**src/rtl/ddc_backend.sv**
```systemverilog
// ddc_backend: DDC back end between the CIC decimator and the sample consumer.
//   - rate divider producing the CIC decimation strobe
//   - two-stage gain shift / truncate / saturate pipeline for the I/Q pair
//   - first-word-fall-through output FIFO with a sticky overflow flag
//   - optional saturation statistics over a 2^WLOG clock window, built only
//     when the macro DDC_SATSTAT_EN is defined (otherwise sathld reads 0)
module ddc_backend #(
  parameter int CSZ   = 21,
  parameter int OSZ   = 16,
  parameter int SHW   = 3,
  parameter int RSZ   = 16,
  parameter int DEPTH = 8,
  parameter int WLOG  = 7
) (
  input  logic                      clk,
  input  logic                      reset,
  input  logic [RSZ-1:0]            rate,
  output logic                      ena_cic,
  input  logic                      cic_v,
  input  logic signed [CSZ-1:0]     cic_i,
  input  logic signed [CSZ-1:0]     cic_q,
  input  logic [SHW-1:0]            cic_shf,
  input  logic                      out_ready,
  output logic                      out_valid,
  output logic signed [OSZ-1:0]     i_out,
  output logic signed [OSZ-1:0]     q_out,
  output logic [$clog2(DEPTH):0]    fifo_lvl,
  output logic                      ovf,
  input  logic                      ovf_clr,
  output logic [WLOG:0]             sathld
);

  // Shifted width holds the full input shifted by the largest gain.
  localparam int SHZ = CSZ + (1 << SHW) - 1;
  // Width left after dropping the CSZ-OSZ low bits.
  localparam int TW  = SHZ - (CSZ - OSZ);
  localparam int AW  = $clog2(DEPTH);
  localparam int LW  = AW + 1;

  // ---------------------------------------------------------------------
  // Saturation helpers
  // ---------------------------------------------------------------------
  // Value fits in OSZ signed bits only if all bits above the OSZ-1 sign
  // position are copies of it.
  function automatic logic sat_hit(input logic [TW-OSZ:0] top);
    return !((top == '0) || (top == '1));
  endfunction

  function automatic logic signed [OSZ-1:0] sat_val(input logic signed [TW-1:0] t);
    if (sat_hit(t[TW-1:OSZ-1])) begin
      if (t[TW-1]) return {1'b1, {(OSZ-1){1'b0}}};
      else         return {1'b0, {(OSZ-1){1'b1}}};
    end
    return t[OSZ-1:0];
  endfunction

  // ---------------------------------------------------------------------
  // Rate divider
  // ---------------------------------------------------------------------
  logic [RSZ-1:0] dcnt_q, dcnt_d;
  logic           ena_q,  ena_d;

  // Reload from rate when the count reaches zero and strobe the CIC.
  always_comb begin
    dcnt_d = dcnt_q;
    ena_d  = 1'b0;
    if (dcnt_q == '0) begin
      dcnt_d = rate;
      ena_d  = 1'b1;
    end else begin
      dcnt_d = dcnt_q - RSZ'(1);
    end
  end

  assign ena_cic = ena_q;

  // ---------------------------------------------------------------------
  // Stage 1: sign-extend and apply the gain shift
  // ---------------------------------------------------------------------
  logic signed [SHZ-1:0] ext_i, ext_q;
  logic signed [SHZ-1:0] sh_i_q, sh_q_q, sh_i_d, sh_q_d;
  logic                  v1_q, v1_d;

  // Gain shift on the sign-extended CIC sample pair.
  always_comb begin
    ext_i  = {{(SHZ-CSZ){cic_i[CSZ-1]}}, cic_i};
    ext_q  = {{(SHZ-CSZ){cic_q[CSZ-1]}}, cic_q};
    sh_i_d = ext_i <<< cic_shf;
    sh_q_d = ext_q <<< cic_shf;
    v1_d   = cic_v;
  end

  // ---------------------------------------------------------------------
  // Stage 2: drop low bits and saturate to OSZ
  // ---------------------------------------------------------------------
  logic signed [TW-1:0]  tr_i, tr_q;
  logic signed [OSZ-1:0] s2_i_q, s2_q_q, s2_i_d, s2_q_d;
  logic                  v2_q, v2_d;
`ifdef DDC_SATSTAT_EN
  logic                  flag_q, flag_d;
`endif

  // Truncate by arithmetic shift and clamp to the output range.
  always_comb begin
    tr_i   = TW'(sh_i_q >>> (CSZ - OSZ));
    tr_q   = TW'(sh_q_q >>> (CSZ - OSZ));
    s2_i_d = sat_val(tr_i);
    s2_q_d = sat_val(tr_q);
    v2_d   = v1_q;
`ifdef DDC_SATSTAT_EN
    flag_d = sat_hit(tr_i[TW-1:OSZ-1]) | sat_hit(tr_q[TW-1:OSZ-1]);
`endif
  end

  // ---------------------------------------------------------------------
  // Output FIFO (first-word-fall-through)
  // ---------------------------------------------------------------------
  logic signed [OSZ-1:0] fifo_i_q [DEPTH];
  logic signed [OSZ-1:0] fifo_q_q [DEPTH];
  logic [AW-1:0]         rd_ptr_q, rd_ptr_d;
  logic [AW-1:0]         wr_ptr_q, wr_ptr_d;
  logic [LW-1:0]         lvl_q,    lvl_d;
  logic                  ovf_q,    ovf_d;
  logic                  empty, full, pop, push, drop;

  // A full FIFO still accepts a write when the head is popped in the same
  // cycle; a write into an empty FIFO cannot pop because the head is not
  // yet visible.
  always_comb begin
    empty    = (lvl_q == '0);
    full     = (lvl_q == LW'(DEPTH));
    pop      = !empty && out_ready;
    push     = v2_q && (!full || pop);
    drop     = v2_q && full && !pop;
    rd_ptr_d = pop  ? rd_ptr_q + AW'(1) : rd_ptr_q;
    wr_ptr_d = push ? wr_ptr_q + AW'(1) : wr_ptr_q;
    lvl_d    = lvl_q;
    if (push && !pop)      lvl_d = lvl_q + LW'(1);
    else if (pop && !push) lvl_d = lvl_q - LW'(1);
    ovf_d    = ovf_q;
    if (drop)         ovf_d = 1'b1;
    else if (ovf_clr) ovf_d = 1'b0;
  end

  // Head is forced to zero while empty so the outputs are defined at reset
  // without clearing the storage array.
  always_comb begin
    out_valid = !empty;
    fifo_lvl  = lvl_q;
    ovf       = ovf_q;
    i_out     = '0;
    q_out     = '0;
    if (!empty) begin
      i_out = fifo_i_q[rd_ptr_q];
      q_out = fifo_q_q[rd_ptr_q];
    end
  end

  // ---------------------------------------------------------------------
  // Saturation statistics
  // ---------------------------------------------------------------------
`ifdef DDC_SATSTAT_EN
  localparam int SW = WLOG + 1;
  logic [WLOG-1:0] wcnt_q,   wcnt_d;
  logic [SW-1:0]   satsum_q, satsum_d;
  logic [SW-1:0]   sathld_q, sathld_d;
  logic            sat_ev;

  // Count saturated pairs at the FIFO input; publish and restart each window.
  always_comb begin
    sat_ev   = v2_q && flag_q;
    wcnt_d   = wcnt_q + WLOG'(1);
    sathld_d = sathld_q;
    satsum_d = satsum_q + SW'(sat_ev);
    if (wcnt_q == '1) begin
      sathld_d = satsum_q + SW'(sat_ev);
      satsum_d = '0;
    end
  end

  // Statistics registers.
  always_ff @(posedge clk) begin
    if (reset) begin
      wcnt_q   <= '0;
      satsum_q <= '0;
      sathld_q <= '0;
    end else begin
      wcnt_q   <= wcnt_d;
      satsum_q <= satsum_d;
      sathld_q <= sathld_d;
    end
  end

  assign sathld = sathld_q;
`else
  assign sathld = '0;
`endif

  // ---------------------------------------------------------------------
  // Registers
  // ---------------------------------------------------------------------
  // Control state: divider, valid pipeline, FIFO pointers and flags.
  always_ff @(posedge clk) begin
    if (reset) begin
      dcnt_q   <= '0;
      ena_q    <= 1'b0;
      v1_q     <= 1'b0;
      v2_q     <= 1'b0;
      rd_ptr_q <= '0;
      wr_ptr_q <= '0;
      lvl_q    <= '0;
      ovf_q    <= 1'b0;
    end else begin
      dcnt_q   <= dcnt_d;
      ena_q    <= ena_d;
      v1_q     <= v1_d;
      v2_q     <= v2_d;
      rd_ptr_q <= rd_ptr_d;
      wr_ptr_q <= wr_ptr_d;
      lvl_q    <= lvl_d;
      ovf_q    <= ovf_d;
    end
  end

  // Pipeline data registers; qualified by the valid pipeline, no reset.
  always_ff @(posedge clk) begin
    sh_i_q <= sh_i_d;
    sh_q_q <= sh_q_d;
    s2_i_q <= s2_i_d;
    s2_q_q <= s2_q_d;
`ifdef DDC_SATSTAT_EN
    flag_q <= flag_d;
`endif
  end

  // FIFO storage write port.
  always_ff @(posedge clk) begin
    if (push) begin
      fifo_i_q[wr_ptr_q] <= s2_i_q;
      fifo_q_q[wr_ptr_q] <= s2_q_q;
    end
  end

endmodule

```
**config.mk**
```make
export PLATFORM = sky130hd
export DESIGN_NAME = ddc_backend
export DESIGN_NICKNAME = d
export VERILOG_FILES = /design/src/rtl/ddc_backend.sv
export SDC_FILE = /design/constraint.sdc
export NUM_CORES = 1
export LEC_CHECK = 0
export ABC_CLOCK_PERIOD_IN_PS = 4550
export BUFFER_PORTS_ARGS = -buffer_cell sky130_fd_sc_hd__buf_2
export CORE_MARGIN = 1
export CORE_UTILIZATION = 30
export CTS_CLUSTER_SIZE = 28
export DETAILED_ROUTE_END_ITERATION = 6
export GPL_TIMING_DRIVEN = 0
export SYNTH_ARGS = -nofsm -noshare
export SYNTH_HDL_FRONTEND = slang
export SYNTH_SLANG_ARGS = --single-unit
```
**constraint.sdc**
```tcl
create_clock -name clk -period 4.55 [get_ports clk]
set_input_delay 0.6825 -clock clk [delete_from_list [all_inputs] [get_ports clk]]
set_output_delay 0.6825 -clock clk [all_outputs]
set_load 0.02 [all_outputs]
```
# Word-level counts from Yosys, hierarchy flattened
# Memories as Yosys holds them, arrays and structs flattened. A register that Yosys moved wholly into a read port is not among the register bits.
# Cells that the tools add are included.
[totals]
register_bits = 118
ramBits = 256
inputBits = 66
elab_cells = 61
memories = 2
[memory_table]
columns = ["name", "words", "word_bits", "rd", "rd_ports_with_merged_regs", "wr", "line_no", "source"]
rows = [
  ["fifo_i_q", 8, 16, 1, 1, 1, "118", "logic signed [OSZ-1:0] fifo_i_q [DEPTH];"],
  ["fifo_q_q", 8, 16, 1, 1, 1, "119", "logic signed [OSZ-1:0] fifo_q_q [DEPTH];"],
]
[op_classes]
n_addsub = 5
eq_ne = 3
n_shift = 2
n_mux = 18
n_reduce_logical = 19
[op_table]
columns = ["operator", "count"]
rows = [
  ["$mux W16", 7],
  ["$sshl A21 B3 Y28", 2],
  ["$eq A8 B8 Y1 const B", 2],
  ["$logic_not A16 Y1", 1],
  ["$logic_not A8 Y1", 2],
  ["$sub A16 B1 Y16 const B", 1],
  ["$mux W3", 4],
  ["$mux W4", 2],
  ["$add A3 B1 Y3 const B", 2],
  ["$logic_and A1 B1 Y1", 6],
  ["$mux W1", 5],
  ["$add A4 B1 Y4 const B", 1],
  ["$eq A4 B4 Y1 const B", 1],
  ["$logic_not A1 Y1", 4],
  ["$logic_not A4 Y1", 1],
  ["$reduce_bool A2 Y1", 2],
  ["$sub A4 B1 Y4 const B", 1],
  ["$logic_or A1 B1 Y1", 3],
]

# Longest topological paths before layout
# Gate-level depths: netlist of the first run.
[depth]
ltp_word = 9
ltp_mapped = 11

# Least setup slack after synthesis of the first run
# OpenSTA, ideal clock, no wires.
[synth_timing]
path_kind = "input -> register"
startpoint = "input port out_ready"
endpoint = "memory fifo_i_q[0][0], enable pin"
arrival_time_ps = 3343
required_ps = 4089
path_slack_ps = 746
path_stages = 4
path_buffers = 0
path_cell_list = "nand2b_1 > o21a_1 > nand2b_1 > nor3_1"
[synth_via]
elab_chain_len = 5
[synth_rtl]
columns = ["element", "line_no", "source"]
rows = [
  ["start, declared", "23", "input logic out_ready,"],
  ["$logic_and A1 B1 Y1", "132", "pop = !empty && out_ready;"],
  ["$logic_or A1 B1 Y1", "133", "push = v2_q && (!full || pop);"],
  ["$logic_and A1 B1 Y1", "133", ""],
  ["named net push", "124", "logic empty, full, pop, push, drop;"],
  ["$mux W1", "238", "if (push) begin"],
  ["$mux W1 (not written as such)", "239", "fifo_i_q[wr_ptr_q] <= s2_i_q;"],
  ["end, declared", "118", ""],
]
# The timed path passes the listed nets, and every way through them passes these cells.

==> flow_metrics.py, run 1 <==
metrics = {
    "global_route": {
        "grt_usage_pct": 12.7,
        "grt_pass1_vias": 8354,
        "grt_start_max_net_pins": 25,
        "grt_pass1_wl_um": 48900,
        "antenna_found_initial": 0,
        "grt-ovfl-total": 0,
    },
    "sta": {
        "skew_ns": 0.0271,
        "setup-violations-final": 0,
        "hold_violations": 0,
        "setup_tns_ns": 0,
        "finalCritPeriodShare_pct": 81.4,
        "worst_slew_pin_slew_ns": 1.01,
        "fmax_mhz": 270,
        "maxSlewHeadroom_pct": 32.7,
        "fin_ws_ns": 0.845,
        "rsz0062_at_grt": "no",
        "whs_ns": 0.327,
        "slew_viol_final": 0,
        "period_needed_ns": 3.71,
    },
    "finish": {
        "antenna_cells": 0,
        "layout.nets": 1201,
        "final_common_cell": "edfxtp_1",
        "instances_no_fill": 1812,
        "drive_gt1_share_pct": 26.2,
        "syn_to_final_growth_pct": 19.5,
        "layout_common_cells": "edfxtp_1 (256), buf_2 (115), dfxtp_1 (111)",
        "final_util_pct": 36.7,
    },
    "run": {
        "maxCapViolations": 0,
    },
    "yosys": {
        "netlist_area_sq_um": 14800,
        "synthTopCellsByArea": "edfxtp_1 (52%), dfxtp_1 (15%), mux4_2 (11%)",
        "synth_cells": 966,
        "synth.distinct_cells": 51,
        "synth_edf_count": 256,
        "ys_seq_elements": 367,
        "yosys_most_used_dff": "edfxtp_1",
        "synth_seq_area_share_pct": 67.1,
        "avgSynthCellArea_sq_um": 15.3,
        "ys_async_sr_fraction_pct": 0,
        "synth_top_cell_by_area": "edfxtp_1",
        "yosys_warnings": 0,
        "synth_top_area_share_pct": 52.1,
    },
    "die": {
        "dieWidth_um": 224,
        "initial_utilization_pct": 30.7,
        "rows": 80,
        "ioPinCount": 113,
        "die_area_sq_um": 50100,
        "core-area_sq_um": 48100,
        "die_h_um": 224,
    },
    "worst_setup_path": {
        "critical_path.startpoint_type": "register",
        "reg2regPathDepth": 11,
        "cp-end-kind": "output port",
        "crit_path_max_fanout": 10,
        "r2r-start": "fifo_lvl[1]",
        "arrival_ns": 3.02,
        "path_class": "reg -> out",
        "r2r_slack_ns": 1.18,
        "required_ns": 3.87,
        "r2r_end": "fifo_lvl[3]",
    },
    "place": {
        "gp_congestion": 0.801,
        "dp_hpwl_um": 21800,
        "dp_cells": 1744,
        "io_buffer_count": 101,
        "dp_slack_ns": 1.08,
    },
    "clocking": {
        "ctsHoldBuffers": 0,
        "cts_tree": "built",
        "post_cts_resized": 0,
        "clockRootBuffer": "clkbuf_16",
        "worstSkewPairLatency_ns": 0.55,
        "clock_path_buffers": 3,
        "cts_buffers": 37,
        "cts.reportedPaths.clkPinSlew_ns": 0.06,
        "post_cts_buffers": 0,
        "htree_levels": 2,
        "cts.sinks": 367,
    },
    "pwr": {
        "p_leak_nw": 6.26,
        "p_per_area_nw_per_um2": 523,
        "ir_drop_mv": 0.247,
    },
    "status": {
        "status": "completed",
    },
    "worst_hold_path": {
        "hp-class": "in -> reg",
        "holdPathEnd": "sh_q_q[27]",
        "holdCritStartpoint": "cic_q[20]",
        "hold_depth": 1,
    },
    "drt": {
        "wl_per_cell_um": 17.6,
        "vias": 8337,
        "drt-pass1-iter-count": 5,
        "viasPerCell": 4.60,
        "ant_nets": 0,
        "drt_iter0_markers": 579,
        "routed_wl_um": 31800,
        "route.detailed.drc": 0,
    },
}
[routing by layer]
metal | vias to the layer above | GRT usage [%] | share of wire [%]
met5 | - | 0 | 0
met2 | 226 | 20.6 | 47
met1 | 4124 | 17.7 | 48
met4 | 0 | 3.47 | 1.4
li1 | 3952 | - | -
met3 | 35 | 2.03 | 4.2
[metrics by stage]
step           area [sq um]  power (mW)
6_report              17600        9.24
5_1_grt               17600        9.68
4_1_cts               17600        9.37
3_5_place_dp          16400        6.30
3_3_place_gp          16100        6.27
2_1_floorplan         14800        5.58
[synthesized netlist by cell type (all sizes together), types with 2 or more instances]
master,instances
nor2b,5
clkbuf,31
inv,5
nor3,9
a21oi,11
a21o,15
o22ai,2
nand3,4
or4,6
xnor2,10
edfxtp,256
nand2b,6
nor2,82
clkinv,2
xor2,5
nand4,7
mux2i,88
nand2,103
a211oi,15
buf,35
o211ai,3
ha,7
mux4,71
dfxtp,111
mux2,10
or2,2
nor4,7
o21ai,42
[logic make-up (layout without fill, tap and decap cells)]
logic type	count (synthesis)	count (layout)	share of synthesized area (%)
xor gates and xnor gates	15	15	0.890
muxes	169	169	17.6
DFF	367	367	67.1
other	1	8	0.0254
AOI/OAI and AO/OA	95	95	4.27
buffers and inverters	73	256	2.28
and+or+nand+nor	238	238	7.12
adders and majority gates	8	8	0.729
[sequential cells by signal, indices dropped and copies added (netlist names), 4 cells and up, named ones only]
register  flops
fifo_q_q    128
fifo_lvl      4
dcnt_q       16
sh_q_q       23
s2_q_q       16
sh_i_q       23
s2_i_q       16
fifo_i_q    128
[how the worst max path moves through the flow]
| stage | slack (ns) | from | to |
|---|---|---|---|
| 2_1_floorplan | 0.75 | out_ready | fifo_i_q[0][0] |
| 3_3_place_gp | -1.91 | out_ready | fifo_q_q[0][7] |
| 5_1_grt | 0.63 | register | q_out[15] |
| 6_report | 0.84 | register | q_out[15] |
| 4_1_cts | 0.76 | register | i_out[14] |
| 3_5_place_dp | 1.08 | fifo_lvl[2] | fifo_lvl[3] |
[where the power goes]
group	leakage (nW)	total, mW	switching [mW]	internal (mW)
clock	0.619	3.06	1.26	1.80
combinational	2.40	2.29	1.35	0.942
sequential	3.23	3.89	0.147	3.74
total	6.26	9.24	2.75	6.48
[cell type report]
type                    instances  area [sq um]
plain buffers                  66           310
clock buffers                  57          1130
clock inverters                11           133
fillers                      4532         30500
inverters                       7          26.3
multi-input cells             533          4600
flip-flops and latches        367          9910
well taps                     656           821
repair buffers                115           716
[worst max-delay path: stages (launching register included)]
cell      delay, ns
dfxtp_1        0.31
clkbuf_1       0.52
buf_2          0.50
mux4_2         0.57
mux2i_1        0.29
nor2_1         0.10
buf_2          0.20
(Power assumes the default switching activity.)
==> inputs of run 2 (changes only) <==
Settings changed: ABC_CLOCK_PERIOD_IN_PS 4550 to 3100.
Clock period 4.55 ns to 3.1 ns, I/O delays scaled along.
==> flow_metrics.py, run 2 (same netlist as run 1, synthesis figures left out) <==
metrics = {
    "status": {
        "status": "completed",
    },
    "drt": {
        "ant_nets": 0,
        "wl_per_cell_um": 17.9,
        "viasPerCell": 4.60,
        "vias": 8329,
        "drt-pass1-iter-count": 4,
        "routed_wl_um": 32300,
        "route.detailed.drc": 0,
        "drt_iter0_markers": 529,
    },
    "sta": {
        "fmax_mhz": 335,
        "setup-violations-final": 0,
        "finalCritPeriodShare_pct": 96.3,
        "rsz0062_at_grt": "no",
        "setup_tns_ns": 0,
        "slew_viol_final": 0,
        "maxSlewHeadroom_pct": 37.0,
        "period_needed_ns": 2.98,
        "whs_ns": 0.129,
        "skew_ns": 0.0209,
        "hold_violations": 0,
        "worst_slew_pin_slew_ns": 0.944,
    },
    "global_route": {
        "grt_pass1_vias": 8444,
        "grt_busiest_layer": "met2",
        "grt_pass1_wl_um": 49900,
        "met1_usage_pct": 18.2,
        "grt-ovfl-total": 0,
        "grt_start_max_net_pins": 22,
        "antenna_found_initial": 1,
        "use_met2_pct": 20.9,
        "grt_usage_pct": 13.0,
        "use_met3_pct": 1.99,
    },
    "worst_hold_path": {
        "hp-class": "in -> reg",
    },
    "finish": {
        "syn_to_final_growth_pct": 20.2,
        "final_common_cell": "edfxtp_1",
        "top_regs": "fifo_i_q x128, fifo_q_q x128",
        "final_util_pct": 36.9,
        "layout.nets": 1197,
        "layout_common_cells": "edfxtp_1 (256), buf_2 (110), dfxtp_1 (109)",
        "instances_no_fill": 1809,
        "antenna_cells": 0,
        "drive_gt1_share_pct": 27.0,
    },
    "worst_setup_path": {
        "crit_path_max_fanout": 10,
        "path_class": "reg -> out",
        "crit_family": "buffers and inverters",
        "path_buf_inv": 3,
        "critical_path.startpoint_type": "register",
        "slowest_delay_ns": 0.75,
        "required_ns": 2.63,
        "r2r_slack_ns": 0.19,
        "slowest_stage": "buf_1",
        "cp-end-kind": "output port",
        "arrival_ns": 2.52,
        "cp_cell_sequence": "clkbuf_1 -> buf_1 -> mux2i_1 -> nor2_1 -> buf_2",
    },
    "die": {
        "die_area_sq_um": 50100,
        "rows": 80,
        "die_h_um": 224,
        "core-area_sq_um": 48100,
        "dieWidth_um": 224,
        "ioPinCount": 113,
        "initial_utilization_pct": 30.7,
    },
    "clocking": {
        "cts_tree": "built",
        "htree_levels": 2,
        "clock_path_buffers": 3,
        "clockRootBuffer": "clkbuf_16",
        "cts_buffers": 39,
        "cts.reportedPaths.clkPinSlew_ns": 0.05,
        "cts.sinks": 367,
        "worstSkewPairLatency_ns": 0.54,
        "post_cts_buffers": 0,
    },
    "pwr": {
        "p_per_area_nw_per_um2": 772,
        "ir_drop_mv": 0.378,
        "total_power_mw": 13.7,
        "p_leak_nw": 6.29,
    },
    "place": {
        "io_buffer_count": 101,
        "dp_hpwl_um": 22200,
        "dp_cells": 1740,
        "gp_congestion": 0.815,
    },
    "run": {
        "maxCapViolations": 0,
    },
}
-- run 2: through the flow --
stage	instance area, sq um	worst slack [ns]
6_report	17700	0.115
5_1_grt	17700	0.00288
4_1_cts	17700	0.000345
3_5_place_dp	16400	-0.195
3_3_place_gp	16100	-1.40
2_1_floorplan	14800	0.231
-- run 2: cell type report --
cell class	count	area, sq um
plain buffers	64	335
clock buffers	55	1090
clock inverters	16	195
fillers	4543	30400
inverters	7	26.3
multi-input cells	533	4620
flip-flops and latches	367	9910
well taps	656	821
repair buffers	111	753
-- run 2: power breakdown --
part	switching (mW)	total, mW	internal (mW)
Sequential	0.250	5.75	5.50
Clock	1.86	4.58	2.72
Combinational	1.96	3.38	1.41
-- run 2: worst paths after layout --
kind	from	end	depth (start not counted)
max	register	i_out[14]	5
min	cic_q[20]	sh_q_q[27]	1
max reg2reg	fifo_lvl[1]	fifo_lvl[3]	11
min reg2reg	sh_q_q[12]	s2_q_q[7]	1
-- run 2: repair_timing --
item,in CTS,in global routing
hold endpoints to repair,0,0
hold buffers,0,0
cloned,0,0
resized for setup,15,6
endpoints found under the setup margin,33,13
-- run 2: routing by layer --
metal | share of wire [%] | wire length (um)
met2 | 46 | 15000
met3 | 4.4 | 1430
met1 | 47 | 15300
met4 | 1.9 | 612
met5 | 0 | 0
==> inputs of run 3 (changes only) <==
Settings changed: CELL_PAD_IN_SITES_DETAIL_PLACEMENT set to 1, CELL_PAD_IN_SITES_GLOBAL_PLACEMENT set to 1, PLACE_DENSITY_LB_ADDON set to 0.1.
==> flow_metrics.py, run 3 (same netlist as run 1, synthesis figures left out) <==
metrics = {
    "status": {
        "status": "completed",
    },
    "clocking": {
        "clock_path_buffers": 3,
        "cts_tree": "built",
        "cts.reportedPaths.clkPinSlew_ns": 0.06,
        "clockRootBuffer": "clkbuf_16",
        "ctsHoldBuffers": 0,
        "htree_levels": 2,
        "cts.sinks": 367,
        "cts_buffers": 40,
        "worstSkewPairLatency_ns": 0.53,
    },
    "place": {
        "io_buffer_count": 101,
        "dp_hpwl_um": 24500,
        "dpl_cell_area_sq_um": 16400,
        "gp_congestion": 0.718,
    },
    "worst_setup_path": {
        "endpoint": "q_out[15]",
        "cp-end-kind": "output port",
        "r2r_slack_ns": 0.34,
        "r2r_end": "fifo_lvl[3]",
        "slowest_stage": "mux4_2",
        "crit_family": "multiplexers",
        "critical_path.startpoint_type": "register",
        "reg2regPathDepth": 11,
        "path_class": "reg -> out",
        "r2r-start": "fifo_lvl[1]",
        "slowest_delay_ns": 0.56,
        "arrival_ns": 2.44,
        "required_ns": 2.63,
        "cp_cell_sequence": "buf_4 -> mux4_2 -> mux2i_1 -> nor2_1 -> buf_2",
        "path_buf_inv": 2,
        "crit_path_max_fanout": 10,
        "path_depth": 5,
    },
    "sta": {
        "maxSlewHeadroom_pct": 46.9,
        "slew_viol_final": 0,
        "fmax_mhz": 344,
        "period_needed_ns": 2.91,
        "setup_tns_ns": 0,
        "whs_ns": 0.123,
        "setup-violations-final": 0,
        "skew_ns": 0.0154,
        "worst_slew_pin_slew_ns": 0.797,
        "finalCritPeriodShare_pct": 93.9,
        "hold_violations": 0,
        "rsz0062_at_grt": "no",
    },
    "finish": {
        "syn_to_final_growth_pct": 20.3,
        "antenna_cells": 0,
        "drive_gt1_share_pct": 27.0,
        "final_util_pct": 36.9,
        "multi_input_area_sq_um": 4620,
        "layout_common_cells": "edfxtp_1 (256), buf_2 (110), dfxtp_1 (109)",
        "final_common_cell": "edfxtp_1",
        "top_regs": "fifo_i_q x128, fifo_q_q x128",
        "finalInstanceArea_sq_um": 17800,
        "fillers": 4931,
        "layout.nets": 1200,
        "final-seq-area_sq_um": 9910,
    },
    "drt": {
        "route.detailed.drc": 0,
        "ant_nets": 0,
        "wl_met3_um": 1200,
        "drt_iter0_markers": 352,
        "top_layer_used": "met4",
        "viasPerCell": 4.58,
        "routed_wl_um": 35700,
        "vias": 8305,
        "drt-pass1-iter-count": 4,
        "wl_per_cell_um": 19.7,
        "met2_length_um": 17100,
        "wl_met1_um": 16800,
    },
    "global_route": {
        "grt_start_max_net_pins": 23,
        "grt-ovfl-total": 0,
        "grt_pass1_wl_um": 55100,
        "grt_usage_pct": 14.7,
        "grt_pass1_vias": 8902,
        "antenna_found_initial": 1,
    },
    "die": {
        "dieWidth_um": 224,
        "ioPinCount": 113,
        "core-area_sq_um": 48100,
        "initial_utilization_pct": 30.7,
        "die_area_sq_um": 50100,
        "rows": 80,
        "die_h_um": 224,
    },
    "worst_hold_path": {
        "hp-class": "in -> reg",
    },
    "pwr": {
        "p_per_area_nw_per_um2": 779,
        "total_power_mw": 13.8,
        "p_leak_nw": 6.29,
        "ir_drop_mv": 0.315,
    },
    "run": {
        "maxCapViolations": 0,
    },
}
## run 3: through the flow
step                std cells  setup slack, ns
detailed placement       1741           -0.391
finish                   1813            0.190
floorplan                 973            0.231
global placement         1730            -1.76
global route             1813           0.0121
CTS                      1812           0.0503
## run 3: worst min-delay path by stage
stage                       endpoint  depth (start not counted)  slack [ns]        from
final                     sh_q_q[27]                          1        0.12   cic_q[20]
after global routing      sh_q_q[27]                          1        0.10   cic_q[20]
after CTS                 sh_q_q[27]                          1        0.09   cic_q[20]
after detailed placement   s2_q_q[6]                          1        0.42  sh_q_q[11]
after global placement     s2_q_q[6]                          1        0.41  sh_q_q[11]
after floorplan            s2_q_q[0]                          1        0.40   sh_q_q[5]
## run 3: worst register-to-register path, cell delays in order (launching register included)
cell and delay [ns]:
dfxtp_1 0.36, or3_1 0.47, nor2_4 0.19, inv_1 0.10, nand2_1 0.14, ha_1 0.19, inv_1 0.09, ha_1 0.33
a21oi_1 0.19, a211oi_1 0.10, a31oi_1 0.17, mux2_2 0.34
## run 3: where the power goes
| group | total (mW) | leakage [nW] | internal [mW] | switching [mW] |
|---|---|---|---|---|
| Sequential | 5.74 | 3.24 | 5.50 | 0.247 |
| Combinational | 3.42 | 2.43 | 1.43 | 1.99 |
| Clock | 4.67 | 0.627 | 2.79 | 1.88 |
| Total | 13.8 | 6.29 | 9.72 | 4.11 |
## run 3: repair_timing
item / 4_1_cts / 5_1_grt
buffers inserted: 0 / 1
endpoints found under the setup margin: 34 / 1
pin swaps: 0 / 1
gates resized for setup: 25 / 0
## run 3: per-layer routing
metal  GRT usage [%]  vias to the layer above
met4            3.84                        0
met3            2.15                       39
met5               0                        -
met2            24.6                      138
met1            19.9                     4162
li1                -                     3966
## run 3: cell type report
| type | count | area share, % |
|---|---|---|
| repair buffers | 113 | 4.13 |
| clock inverters | 15 | 0.895 |
| multi-input cells | 533 | 26.0 |
| well taps | 656 | 4.62 |
| flip-flops and latches | 367 | 55.8 |
| clock buffers | 58 | 6.36 |
| inverters | 7 | 0.148 |
| plain buffers | 64 | 1.99 |
